===== src/rtl/bram_arb_pkg.sv =====
// Shared types and helpers for the BRAM arbiter: FSM state encoding, counter width and
// the address-window test used for both requesters.
package bram_arb_pkg;

  localparam int unsigned STAT_W = 16;

  typedef enum logic [2:0] {
    StIdle,
    StCpuAcc,
    StCpuResp,
    StAuxAcc,
    StAuxResp
  } state_e;

  function automatic logic in_window(logic [15:0] addr, logic [15:0] base, int unsigned size);
    logic [31:0] off;
    off = {16'h0000, addr} - {16'h0000, base};
    return (addr >= base) && (off < size);
  endfunction

endpackage


===== src/rtl/sat_counter.sv =====
// Saturating up-counter with synchronous clear and load; holds at all-ones.
module sat_counter #(
  parameter int unsigned Width = 16
) (
  input  logic             clk_i,
  input  logic             clr_i,
  input  logic             inc_i,
  input  logic             ld_i,
  input  logic [Width-1:0] ld_val_i,
  output logic [Width-1:0] cnt_o
);

  logic [Width-1:0] cnt_q, cnt_d;

  always_comb begin
    cnt_d = cnt_q;
    if (clr_i) begin
      cnt_d = '0;
    end else if (ld_i) begin
      cnt_d = ld_val_i;
    end else if (inc_i && (cnt_q != '1)) begin
      cnt_d = cnt_q + Width'(1);
    end
  end

  always_ff @(posedge clk_i) begin
    cnt_q <= cnt_d;
  end

  assign cnt_o = cnt_q;

endmodule


===== src/rtl/bram_arb.sv =====
// Two-requester arbiter for a single-port BRAM window: a phi2-timed CPU with priority and
// a req/ack aux port. Access counters are built only with BRAM_ARB_STATS_EN defined.
module bram_arb
  import bram_arb_pkg::*;
#(
  parameter logic [15:0] BASE_ADDR = 16'h0000,
  parameter int unsigned SIZE      = 8192
) (
  input  logic        i_clk,
  input  logic        i_reset_n,
  input  logic        i_cpu_phi2,
  input  logic [15:0] i_cpu_addr,
  input  logic [7:0]  i_cpu_data,
  input  logic        i_cpu_rw,
  output logic [7:0]  o_cpu_data,
  input  logic        i_aux_req,
  input  logic [15:0] i_aux_addr,
  input  logic [7:0]  i_aux_wdata,
  input  logic        i_aux_rw,
  output logic        o_aux_ack,
  output logic [7:0]  o_aux_rdata,
  output logic        o_mem_en,
  output logic        o_mem_we,
  output logic [15:0] o_mem_addr,
  output logic [7:0]  o_mem_wdata,
  input  logic [7:0]  i_mem_rdata,
  output logic [15:0] o_stat_cpu,
  output logic [15:0] o_stat_aux
);

  state_e      state_q, state_d;
  logic        phi2_q, pend_q, pend_d;
  logic        rise, rise_hit, cpu_go, start_cpu, aux_hit;
  logic [15:0] cpu_addr_q, cpu_addr_s;
  logic [7:0]  cpu_wdata_q, cpu_wdata_s;
  logic        cpu_rw_q, cpu_rw_s;
  logic        aux_hit_q, aux_hit_d, aux_rw_q, aux_rw_d;
  logic        mem_en_q, mem_en_d, mem_we_q, mem_we_d;
  logic [15:0] mem_addr_q, mem_addr_d;
  logic [7:0]  mem_wdata_q, mem_wdata_d, cpu_data_q, cpu_data_d;

  assign rise     = i_cpu_phi2 & ~phi2_q;
  assign rise_hit = rise & in_window(i_cpu_addr, BASE_ADDR, SIZE);
  assign cpu_go   = rise_hit | pend_q;
  assign aux_hit  = in_window(i_aux_addr, BASE_ADDR, SIZE);

  // A rise this cycle uses the live bus; a deferred access uses the fields captured at its rise.
  assign cpu_addr_s  = rise_hit ? i_cpu_addr : cpu_addr_q;
  assign cpu_wdata_s = rise_hit ? i_cpu_data : cpu_wdata_q;
  assign cpu_rw_s    = rise_hit ? i_cpu_rw   : cpu_rw_q;

  always_comb begin
    state_d     = state_q;
    pend_d      = pend_q;
    mem_en_d    = 1'b0;
    mem_we_d    = 1'b0;
    mem_addr_d  = mem_addr_q;
    mem_wdata_d = mem_wdata_q;
    cpu_data_d  = cpu_data_q;
    aux_hit_d   = aux_hit_q;
    aux_rw_d    = aux_rw_q;
    start_cpu   = 1'b0;

    if (rise_hit && (state_q != StIdle)) begin
      pend_d = 1'b1;
    end

    unique case (state_q)
      StIdle: begin
        if (cpu_go) begin
          start_cpu = 1'b1;
        end else if (!i_cpu_phi2 && i_aux_req) begin
          state_d     = StAuxAcc;
          aux_hit_d   = aux_hit;
          aux_rw_d    = i_aux_rw;
          mem_en_d    = aux_hit;
          mem_we_d    = aux_hit & ~i_aux_rw;
          mem_addr_d  = i_aux_addr - BASE_ADDR;
          mem_wdata_d = i_aux_wdata;
        end
      end
      StCpuAcc: state_d = StCpuResp;
      StCpuResp: begin
        if (cpu_rw_q) begin
          cpu_data_d = i_mem_rdata;
        end
        if (cpu_go) begin
          start_cpu = 1'b1;
        end else begin
          state_d = StIdle;
        end
      end
      StAuxAcc: state_d = StAuxResp;
      StAuxResp: begin
        if (cpu_go) begin
          start_cpu = 1'b1;
        end else begin
          state_d = StIdle;
        end
      end
      default: state_d = StIdle;
    endcase

    if (start_cpu) begin
      state_d     = StCpuAcc;
      pend_d      = 1'b0;
      mem_en_d    = 1'b1;
      mem_we_d    = ~cpu_rw_s;
      mem_addr_d  = cpu_addr_s - BASE_ADDR;
      mem_wdata_d = cpu_wdata_s;
    end
  end

  always_ff @(posedge i_clk) begin
    if (!i_reset_n) begin
      state_q     <= StIdle;
      phi2_q      <= 1'b0;
      pend_q      <= 1'b0;
      cpu_addr_q  <= '0;
      cpu_wdata_q <= '0;
      cpu_rw_q    <= 1'b0;
      aux_hit_q   <= 1'b0;
      aux_rw_q    <= 1'b0;
      mem_en_q    <= 1'b0;
      mem_we_q    <= 1'b0;
      mem_addr_q  <= '0;
      mem_wdata_q <= '0;
      cpu_data_q  <= '0;
    end else begin
      state_q     <= state_d;
      phi2_q      <= i_cpu_phi2;
      pend_q      <= pend_d;
      aux_hit_q   <= aux_hit_d;
      aux_rw_q    <= aux_rw_d;
      mem_en_q    <= mem_en_d;
      mem_we_q    <= mem_we_d;
      mem_addr_q  <= mem_addr_d;
      mem_wdata_q <= mem_wdata_d;
      cpu_data_q  <= cpu_data_d;
      if (rise_hit) begin
        cpu_addr_q  <= i_cpu_addr;
        cpu_wdata_q <= i_cpu_data;
        cpu_rw_q    <= i_cpu_rw;
      end
    end
  end

  assign o_mem_en    = mem_en_q;
  assign o_mem_we    = mem_we_q;
  assign o_mem_addr  = mem_addr_q;
  assign o_mem_wdata = mem_wdata_q;
  assign o_cpu_data  = cpu_data_q;

  // Memory read data is only valid in AUX_RESP, so the aux response is decoded from state.
  assign o_aux_ack   = (state_q == StAuxResp);
  assign o_aux_rdata = (o_aux_ack && aux_hit_q && aux_rw_q) ? i_mem_rdata : 8'h00;

`ifdef BRAM_ARB_STATS_EN
  sat_counter #(
    .Width(STAT_W)
  ) u_cnt_cpu (
    .clk_i   (i_clk),
    .clr_i   (!i_reset_n),
    .inc_i   (state_q == StCpuResp),
    .ld_i    (1'b0),
    .ld_val_i({STAT_W{1'b0}}),
    .cnt_o   (o_stat_cpu)
  );

  sat_counter #(
    .Width(STAT_W)
  ) u_cnt_aux (
    .clk_i   (i_clk),
    .clr_i   (!i_reset_n),
    .inc_i   (o_aux_ack & aux_hit_q),
    .ld_i    (1'b0),
    .ld_val_i({STAT_W{1'b0}}),
    .cnt_o   (o_stat_aux)
  );
`else
  assign o_stat_cpu = '0;
  assign o_stat_aux = '0;
`endif

endmodule


===== config.mk =====
export PLATFORM = sky130hd
export DESIGN_NAME = bram_arb
export DESIGN_NICKNAME = d
export VERILOG_FILES = /design/src/rtl/bram_arb_pkg.sv /design/src/rtl/sat_counter.sv /design/src/rtl/bram_arb.sv
export SDC_FILE = /design/constraint.sdc
export NUM_CORES = 1
export LEC_CHECK = 0
export ABC_AREA = 1
export CORE_MARGIN = 2
export CORE_UTILIZATION = 47
export CTS_CLUSTER_SIZE = 14
export DETAILED_ROUTE_END_ITERATION = 6
export GPL_TIMING_DRIVEN = 0
export PLACE_DENSITY_LB_ADDON = 0.08
export SLEW_MARGIN = 20
export SYNTH_ARGS = -nofsm -noshare
export SYNTH_HDL_FRONTEND = slang
export SYNTH_HIERARCHICAL = 1
export SYNTH_SLANG_ARGS = --single-unit
export TNS_END_PERCENT = 10

===== constraint.sdc =====
create_clock -name i_clk -period 3.24 [get_ports i_clk]
set_input_delay 0.648 -clock i_clk [delete_from_list [all_inputs] [get_ports i_clk]]
set_output_delay 0.648 -clock i_clk [all_outputs]
set_load 0.01 [all_outputs]

==> qor.csv, run 1 <==
stage;metric;value;unit
status;status;finished clean;
worst_setup_path;crit_fanout;8;
cells_and_area;fin_nets;682;
logic_synthesis;ys_warn_count;6;
cells_and_area;drive_gt1_share;16.67;%
timing;slew-limit-headroom;65.77;%
placed_design;dpl_cell_area;4691;µm²
worst_setup_path;cp-startpoint;state_q[0];
placed_design;portBuffers;103;
detailed_routing;wl;8.254;mm
worst_setup_path;reg2reg_from;phi2_q;
timing;period_share;81.23;%
cells_and_area;area_growth;43.14;%
timing;finalMaxSlewViolations;0;
worst_setup_path;r2r_cells;7;
power_and_ir_drop;irDropWorstVdd;0.2737;mV
detailed_routing;first_pass_iters;4;
die;die_y;89.30;µm
cts;cts_sinks;66;
detailed_routing;wl_per_cell;11.42;µm
die;fp.dieArea;7974;µm²
min_path;worstHoldStart;cpu_addr_q[13];
timing;tns;0;ns
logic_synthesis;synthTopCellsByCount;nand2_1 (126), dfxtp_1 (66), inv_1 (64), nor2_1 (43), buf_4 (38);
timing;fmax;0.3800;GHz
detailed_routing;vias;3221;
die;coreArea;7137;µm²
placed_design;place_congestion;0.8682;
worst_setup_path;r2r_end;o_mem_addr[0];
timing;hold_viol;0;
worst_setup_path;critPathKind;register to output port;
die;io_pins;137;
die;start_util;47.91;%
logic_synthesis;synthesis.area;3420;µm²
cts;insertion_delay;0.33;ns
die;die_w;89.30;µm
worst_setup_path;crit_path_start_kind;register;
cts;cts-buffers-inserted;9;
global_route;grt_usage;21.24;%
logic_synthesis;synth-seq-cells;66;
cts;cts_resized;0;
detailed_routing;drc;0;
detailed_routing;via_per_inst;4.455;
cells_and_area;post-route-util;68.58;%
cells_and_area;final_area;4895;µm²
min_path;worstHoldPathType;register to register;
die;rows;31;
cells_and_area;n_antenna_cell;0;
min_path;hold_depth;2;
logic_synthesis;synthArstFlopShare;0;%
logic_synthesis;ys_top_cells_by_area;dfxtp_1 (39%), nand2_1 (14%), buf_4 (8.3%), inv_1 (7.0%), a21oi_2 (5.4%);
timing;setup_viol_count_final;0;
timing;rsz0062_at_grt;no;
job;drv_cap;0;
timing;layout_min_cycle_time;2.632;ns
logic_synthesis;syn_inst;475;
worst_setup_path;critPathCaptureType;output port;
logic_synthesis;ys_types;26;
cts;cts_buffer_depth;2;
placed_design;dp_hpwl;6.146;mm
worst_setup_path;critPathArrivalTime;1.98;ns
logic_synthesis;syn_avg_cell_area;7.199;µm²
cts;cts_setup_buffers;0;
min_path;min_to;cpu_addr_q[13];
global_route;grt_pass1_vias;2984;
power_and_ir_drop;power.leakage;2.384;nW
logic_synthesis;yosys.cell_count.top_type;nand2_1;
global_route;overflow;0;
logic_synthesis;synth_edf_count;0;
detailed_routing;drt_iter0_drc;103;
worst_setup_path;worstPathRequired;2.59;ns
cts;clkTransAtPathRegs;0.07;ns
timing;worstMarginPinSlew;0.5135;ns
global_route;grt_start_max_net_pins;11;
cts;htree_levels;3;
power_and_ir_drop;power.density;416.1;nW/µm²
cts;ctsRootBufferMaster;clkbuf_8;
detailed_routing;ant_nets;0;
logic_synthesis;ys_seq_area_share;38.64;%
global_route;antenna_found_initial;0;
cts;cts_hold_buf;0;
global_route;grt_pass1_wl;13.25;mm
logic_synthesis;synth_top_area_share;38.64;%
logic_synthesis;yosys.area.top_type;dfxtp_1;
logic_synthesis;ys.flop_type;dfxtp_1;
cts;cts_tree;yes;
timing;skew;0.01172;ns
worst_setup_path;rrSetupSlack;1.80;ns
how the worst max path moves through the flow:
stage,cells past startpoint,end,slack (ns)
final,8,o_aux_rdata[2],0.61
after CTS,8,o_aux_rdata[2],0.59
after global placement,4,o_aux_rdata[0],0.80
after detailed placement,4,o_aux_rdata[0],0.78
after global routing,8,o_aux_rdata[0],0.45
after floorplan,7,o_aux_rdata[0],1.51
cell usage in the layout (no fill, tap or decap), drive strengths merged:
master         instances
nor3                   1
buf                   49
nand3b                21
a21oi                 37
conb                  32
clkbuf                21
clkinv                 1
nand3                  6
nand2                133
o21ai                 34
inv                   68
bufinv                 1
dfxtp                 66
nor2                  47
nand4                  4
clkdlybuf4s50        103
power by group:
part | total, W | internal (W) | switching [W] | leakage (nW)
clock network | 0.000705 | 0.000414 | 0.000291 | 0.106
logic | 0.000452 | 0.000235 | 0.000217 | 1.74
registers | 0.000879 | 0.000857 | 0.0000218 | 0.538
total | 0.00204 | 0.00151 | 0.000530 | 2.38
routing by layer:
metal / vias up / part of all wire [%] / global-route usage, %
met5: - / 0 / 0
met1: 1431 / 44 / 26.54
li1: 1677 / - / -
met3: 10 / 7.1 / 3.970
met2: 103 / 47 / 37.17
met4: 0 / 1.2 / 6.377
metrics by stage:
stage | instances | worst slack, ns | hold WS (ns) | total power [W]
floorplan | 506 | 1.507 | 0.4167 | 0.001164
global placement | 708 | 0.7974 | 0.4270 | 0.001341
detailed placement | 708 | 0.7831 | 0.4297 | 0.001347
CTS | 723 | 0.5858 | 0.4534 | 0.002054
global route | 723 | 0.4504 | 0.4817 | 0.002131
finish | 723 | 0.6081 | 0.4497 | 0.002037
cells by family after synthesis:
| kind of cell | share of synthesized area (%) |
|---|---|
| other | 0.1097 |
| buffers and inverters | 19.90 |
| AO/OA/AOI/OAI | 13.14 |
| AND/OR/NAND/NOR | 28.21 |
| flip-flops | 38.64 |
registers in the layout, indices dropped and copies added (netlist names), 3 cells and up:
register	flops
cpu_addr_q	16
cpu_wdata_q	8
o_cpu_data	8
o_mem_addr	16
o_mem_wdata	8
state_q	3
critical path, cell delays in order (launching register included):
cell	delay, ns
dfxtp_1	0.33
inv_4	0.10
nand2_4	0.08
inv_1	0.05
nand2_1	0.06
inv_1	0.10
nand3_1	0.23
nor2_1	0.16
clkdlybuf4s50_1	0.55
final cells by class:
class                      count  area [µm²]
buffer                        57       420.4
clock inverter                 2       35.03
clock buffer                  13       168.9
inverter                      68       260.3
tap                           99       123.9
timing repair buffer         103        1031
sequential                    66        1321
fill                         662        2242
multi-input combinational    315        1534
(Power assumes the default switching activity.)
==> run 2: changes to the inputs <==
CORE_UTILIZATION = 44   (was 47)
clock period = 2.55 ns   (was 3.24 ns; I/O delays follow)
==> run 2 against run 1 <==
  * Sequential power grew 27%
  * Critical path depth is the same
  * Worst hold slack is essentially flat
  * Clock skew shrank 0.0051 ns
  * Highest routed layer unchanged
==> qor.csv, run 2 (same netlist as run 1, synthesis figures left out) <==
stage;metric;value;unit
placed_design;portBuffers;103;
min_path;worstHoldStart;cpu_addr_q[15];
status;status;finished clean;
worst_setup_path;worstPathRequired;2.04;ns
cells_and_area;layout_commonest_cell;nand2_1;
timing;layout_min_cycle_time;2.388;ns
die;die_w;92.16;µm
detailed_routing;met3_length;726;µm
die;rows;32;
cts;cts_buffer_depth;2;
cts;cts_sinks;66;
timing;finalMaxSlewViolations;0;
worst_setup_path;crit_path_start_kind;register;
detailed_routing;wl_per_cell;11.58;µm
cells_and_area;mostFrequentLayoutCells;nand2_1 (126), clkdlybuf4s50_1 (101), dfxtp_1 (66);
cts;insertion_delay;0.34;ns
cells_and_area;area_growth;42.26;%
detailed_routing;via_per_inst;4.388;
timing;fmax;0.4187;GHz
cells_and_area;n_antenna_cell;0;
placed_design;place_congestion;0.9231;
min_path;hold_depth;2;
detailed_routing;drt_iter0_drc;99;
placed_design;dpl_cell_area;4695;µm²
job;drv_cap;0;
cells_and_area;fill_cells;730;
timing;hold_viol;0;
cells_and_area;final_area;4865;µm²
die;io_pins;137;
die;die_y;92.16;µm
cells_and_area;drive_gt1_share;16.51;%
global_route;grt_pass1_wl;13.29;mm
cells_and_area;fin_nets;682;
detailed_routing;first_pass_iters;4;
global_route;overflow;0;
detailed_routing;vias;3186;
detailed_routing;drc;0;
die;coreArea;7607;µm²
worst_setup_path;critPathArrivalTime;1.88;ns
worst_setup_path;rrSetupSlack;1.11;ns
power_and_ir_drop;irDropWorstVdd;0.3074;mV
timing;setup_viol_count_final;0;
detailed_routing;wl_met1;3.676;mm
global_route;grt_pass1_vias;2874;
detailed_routing;dr.max_layer_used;met4;
cts;clkTransAtPathRegs;0.07;ns
timing;rsz0062_at_grt;no;
min_path;worstHoldPathType;register to register;
cts;ctsRootBufferMaster;clkbuf_8;
worst_setup_path;r2r_end;o_mem_wdata[6];
global_route;grt_usage;19.95;%
worst_setup_path;critPathKind;register to output port;
cts;cts-buffers-inserted;9;
power_and_ir_drop;power.leakage;2.392;nW
die;start_util;44.95;%
timing;period_share;93.67;%
timing;slew-limit-headroom;64.37;%
timing;tns;0;ns
worst_setup_path;critPathCaptureType;output port;
min_path;min_to;cpu_addr_q[15];
worst_setup_path;reg2reg_from;phi2_q;
power_and_ir_drop;power.density;498.1;nW/µm²
timing;worstMarginPinSlew;0.5345;ns
die;fp.dieArea;8493;µm²
detailed_routing;wl;8.408;mm
detailed_routing;met2_length;3.894;mm
global_route;antenna_found_initial;0;
worst_setup_path;crit_fanout;8;
global_route;grt_start_max_net_pins;11;
cts;htree_levels;3;
cts;cts_tree;yes;
worst_setup_path;cp-startpoint;state_q[1];
detailed_routing;ant_nets;0;
timing;skew;0.006637;ns
placed_design;dp_hpwl;6.250;mm
worst_setup_path;r2r_cells;7;
run 2: cell types whose count changed in the layout (fill, tap and decap cells not counted), moves of 2 or more:
cell / previous run / this run
clkbuf_1: 9 / 11
clkbuf_8: 12 / 9
clkdlybuf4s50_1: 103 / 101
dlymetal6s2s_1: 0 / 2
run 2: area by class of cell:
type | instances | area, µm² | area share [%]
Multi-Input combinational cell | 315 | 1546 | 31.79
Clock buffer | 12 | 135.1 | 2.778
Buffer | 57 | 420.4 | 8.642
Tap cell | 102 | 127.6 | 2.623
Timing Repair Buffer | 103 | 1036 | 21.30
Sequential cell | 66 | 1321 | 27.16
Inverter | 68 | 260.3 | 5.350
Clock inverter | 3 | 17.52 | 0.3601
run 2: timing repair:
item / in CTS / in global routing
buffers inserted: 0 / 0
resized for setup: 1 / 3
endpoints found under the setup margin: 2 / 4
hold buffers: 0 / 0
endpoints found under the hold margin: 0 / 0
run 2: worst max-delay path, stage by stage (launching register included):
cell             delay, ns
dfxtp_1               0.33
inv_2                 0.10
nand2_4               0.08
inv_1                 0.06
nand2_1               0.06
inv_1                 0.14
nand3_4               0.12
nor2_1                0.11
clkdlybuf4s50_1       0.54
run 2: metrics by stage:
stage / utilization (%) / power [W] / hold WS, ns / setup WS, ns / cells
6_report: 63.95 / 0.002423 / 0.4500 / 0.1615 / 726
5_1_grt: 63.95 / 0.002536 / 0.4631 / 0.03653 / 726
4_1_cts: 63.78 / 0.002439 / 0.4446 / 0.09782 / 726
3_5_place_dp: 61.71 / 0.001715 / 0.4337 / 0.3630 / 711
3_3_place_gp: 61.71 / 0.001706 / 0.4269 / 0.3672 / 711
2_1_floorplan: - / 0.001479 / 0.4167 / 0.9549 / 506
run 2: layer usage:
layer	track usage (%)	vias to the layer above
met5	0	-
met4	6.343	0
met3	6.491	11
met2	33.95	116
met1	23.84	1378
li1	-	1681
run 2: power by group:
group / switching [W] / internal (W)
clock network: 0.000385 / 0.000345
logic: 0.000277 / 0.000299
registers: 0.0000277 / 0.00109
total: 0.000690 / 0.00173
run 2: worst max-delay path by stage:
stage / to / cells after the start
after floorplan: o_aux_rdata[0] / 7
after CTS: o_aux_rdata[1] / 8
after detailed placement: o_aux_rdata[2] / 4
after global routing: o_aux_rdata[6] / 8
after global placement: o_mem_wdata[6] / 9
final: o_aux_rdata[7] / 8
==> run 3: changes to the inputs <==
ABC_AREA = default   (was 1)
CORE_ASPECT_RATIO = 0.5   (was default)
CORE_UTILIZATION = 42   (was 44)
==> run 3 against run 2 <==
  * Clock-buffer cell count rose by 1
  * Clock power grew 52%
  * Critical path depth decreased by 4
  * Register-to-register slack got worse by 0.34 ns
  * Design area fell by 5.6%
  * Final cell count down 21%
  * Synthesized area down 11%
  * Routed wire length down 5.0%
  * Synthesized cell count is 31% lower
  * Largest power group is now clock
==> qor.csv, run 3 <==
stage;metric;value;unit
logic_synthesis;ys_warn_count;6;
logic_synthesis;synthArstFlopShare;0;%
logic_synthesis;yosys.cell_count.top_type;dfxtp_1;
worst_setup_path;worstPathRequired;2.04;ns
worst_setup_path;critPathArrivalTime;1.97;ns
timing;worst_hold_slack;0.4535;ns
logic_synthesis;syn_inst;328;
worst_setup_path;critPathKind;register to output port;
cts;htree_levels;3;
logic_synthesis;ys_top_cells_by_area;dfxtp_1 (44%), buf_4 (9.4%), a221o_1 (6.9%), and2_1 (6.6%), nand2_1 (6.6%);
logic_synthesis;ys.flop_type;dfxtp_1;
cts;cts_sinks;66;
min_path;hold_depth;2;
worst_setup_path;rrSetupSlack;0.77;ns
power_and_ir_drop;power.density;557.0;nW/µm²
min_path;min_to;cpu_wdata_q[1];
die;rows;21;
placed_design;dp_worst_setup_slack;0.1057;ns
placed_design;portBuffers;104;
logic_synthesis;synthesis.area;3037;µm²
power_and_ir_drop;power.leakage;1.841;nW
status;status;finished clean;
global_route;overflow;0;
timing;worst_slack;0.07125;ns
worst_setup_path;crit_path_start_kind;register;
cts;cts_setup_buffers;0;
global_route;grt_start_max_net_pins;11;
timing;fmax;0.4034;GHz
logic_synthesis;synth_top_area_share;43.51;%
worst_setup_path;critPathCaptureType;output port;
cells_and_area;area_growth;51.22;%
global_route;grt_usage;20.53;%
placed_design;dp_hpwl;5.996;mm
min_path;worstHoldStart;cpu_wdata_q[1];
worst_setup_path;crit_fanout;8;
global_route;antenna_found_initial;0;
timing;worstMarginPinSlew;0.6411;ns
detailed_routing;via_per_inst;4.916;
cells_and_area;final_cells;571;
detailed_routing;drc;0;
logic_synthesis;syn_avg_cell_area;9.258;µm²
cells_and_area;layout_commonest_cell;clkdlybuf4s50_1;
worst_setup_path;r2r_cells;6;
timing;skew;0.005140;ns
global_route;grt_pass1_wl;13.01;mm
detailed_routing;wl;7.991;mm
timing;finalMaxSlewViolations;0;
timing;slew-limit-headroom;57.17;%
cts;cts-buffers-inserted;9;
cells_and_area;drive_gt1_share;14.20;%
timing;tns;0;ns
logic_synthesis;synthTopCellsByCount;dfxtp_1 (66), nand2_1 (53), buf_4 (38), and2_1 (32), a21oi_1 (27);
die;coreArea;6832;µm²
detailed_routing;ant_nets;0;
global_route;grt_pass1_vias;2801;
timing;period_share;97.21;%
cts;ctsRootBufferMaster;clkbuf_16;
logic_synthesis;ys_types;33;
worst_setup_path;reg2reg_from;state_q[0];
die;fp.dieArea;7968;µm²
cts;insertion_delay;0.33;ns
die;start_util;44.45;%
cells_and_area;n_antenna_cell;0;
logic_synthesis;synth-seq-cells;66;
cells_and_area;fin_nets;536;
die;die_y;64.13;µm
cells_and_area;fill_cells;558;
logic_synthesis;ys_seq_area_share;43.51;%
cells_and_area;mostFrequentLayoutCells;clkdlybuf4s50_1 (104), dfxtp_1 (65), nand2_1 (53);
cts;clkTransAtPathRegs;0.05;ns
cts;cts_hold_buf;0;
cts;cts_buffer_depth;2;
cts;cts_tree;yes;
timing;layout_min_cycle_time;2.479;ns
worst_setup_path;r2r_end;o_mem_addr[12];
worst_setup_path;cp-startpoint;state_q[2];
die;io_pins;137;
timing;setup_viol_count_final;0;
detailed_routing;drt_iter0_drc;137;
logic_synthesis;yosys.area.top_type;dfxtp_1;
detailed_routing;first_pass_iters;4;
die;die_w;124.3;µm
timing;hold_viol;0;
cells_and_area;post-route-util;67.22;%
placed_design;place_congestion;0.8135;
min_path;worstHoldPathType;register to register;
logic_synthesis;synth_edf_count;0;
timing;rsz0062_at_grt;no;
detailed_routing;wl_per_cell;13.99;µm
power_and_ir_drop;irDropWorstVdd;0.3999;mV
placed_design;placed_cells;555;
detailed_routing;vias;2807;
job;drv_cap;0;
## run 3: cell types whose count changed after synthesis, moves of 11 or more
cell / before / now
nand3b_1: 21 / 0
a22o_1: 0 / 21
inv_1: 64 / 0
a221o_1: 0 / 21
o21ai_0: 27 / 0
nand2_1: 126 / 53
and2_1: 0 / 32
nor2_1: 43 / 14
a21oi_2: 21 / 0
a21oi_1: 16 / 27
## run 3: what timing repair did
item / 4_1_cts / 5_1_grt
pin swaps: 0 / 0
hold endpoints to repair: 0 / 0
gates resized for setup: 4 / 1
endpoints found under the setup margin: 8 / 1
gates cloned: 0 / 0
## run 3: final cells by class
type                       count  area [µm²]  area share [%]
timing repair buffer         104        1041           22.67
buffer                        52       362.8           7.902
clock buffer                  13       250.2           5.450
inverter                       1       3.754         0.08174
multi-input combinational    240        1481           32.26
clock inverter                 3       15.01          0.3270
sequential                    66        1323           28.80
tap                           92       115.1           2.507
## run 3: cells by family after synthesis
kind of cell    after synthesis  synth area share [%]
flops                        66                 43.51
mux                           9                 2.967
buf+inv                      53                 12.07
simple gates                122                 20.89
other cells                   1                0.1235
compound gates               77                 20.44
## run 3: metrics by stage
step	total power (W)	area, µm²
after floorplan	0.001283	3153
after global placement	0.001459	4309
after detailed placement	0.001467	4309
after CTS	0.002562	4586
after global routing	0.002651	4592
final	0.002557	4592
## run 3: how the worst max path moves through the flow
stage / to / slack (ns) / cells after the start
2_1_floorplan: o_aux_rdata[0] / 0.65 / 3
3_3_place_gp: o_aux_rdata[2] / 0.16 / 4
3_5_place_dp: o_mem_wdata[7] / 0.11 / 6
4_1_cts: o_aux_rdata[6] / 0.08 / 5
5_1_grt: o_aux_rdata[3] / 0.01 / 4
6_report: o_aux_rdata[4] / 0.07 / 4
## run 3: worst max-delay path, cell delays in order (launching register included)
cell	delay, ns
dfxtp_2	0.46
nor3b_4	0.26
and3_4	0.26
and2_1	0.13
clkdlybuf4s50_1	0.53
## run 3: metal layers
layer | track usage [%] | share of wire (%)
met1 | 24.06 | 43
met2 | 34.90 | 46
met3 | 7.286 | 9.3
met4 | 8.006 | 1.3
met5 | 0 | 0
## run 3: power breakdown
part / internal [W] / switching [W] / leakage [nW]
Combinational: 0.000211 / 0.000150 / 1.17
Clock: 0.000679 / 0.000427 / 0.133
Sequential: 0.00107 / 0.0000223 / 0.536
Total: 0.00196 / 0.000600 / 1.84
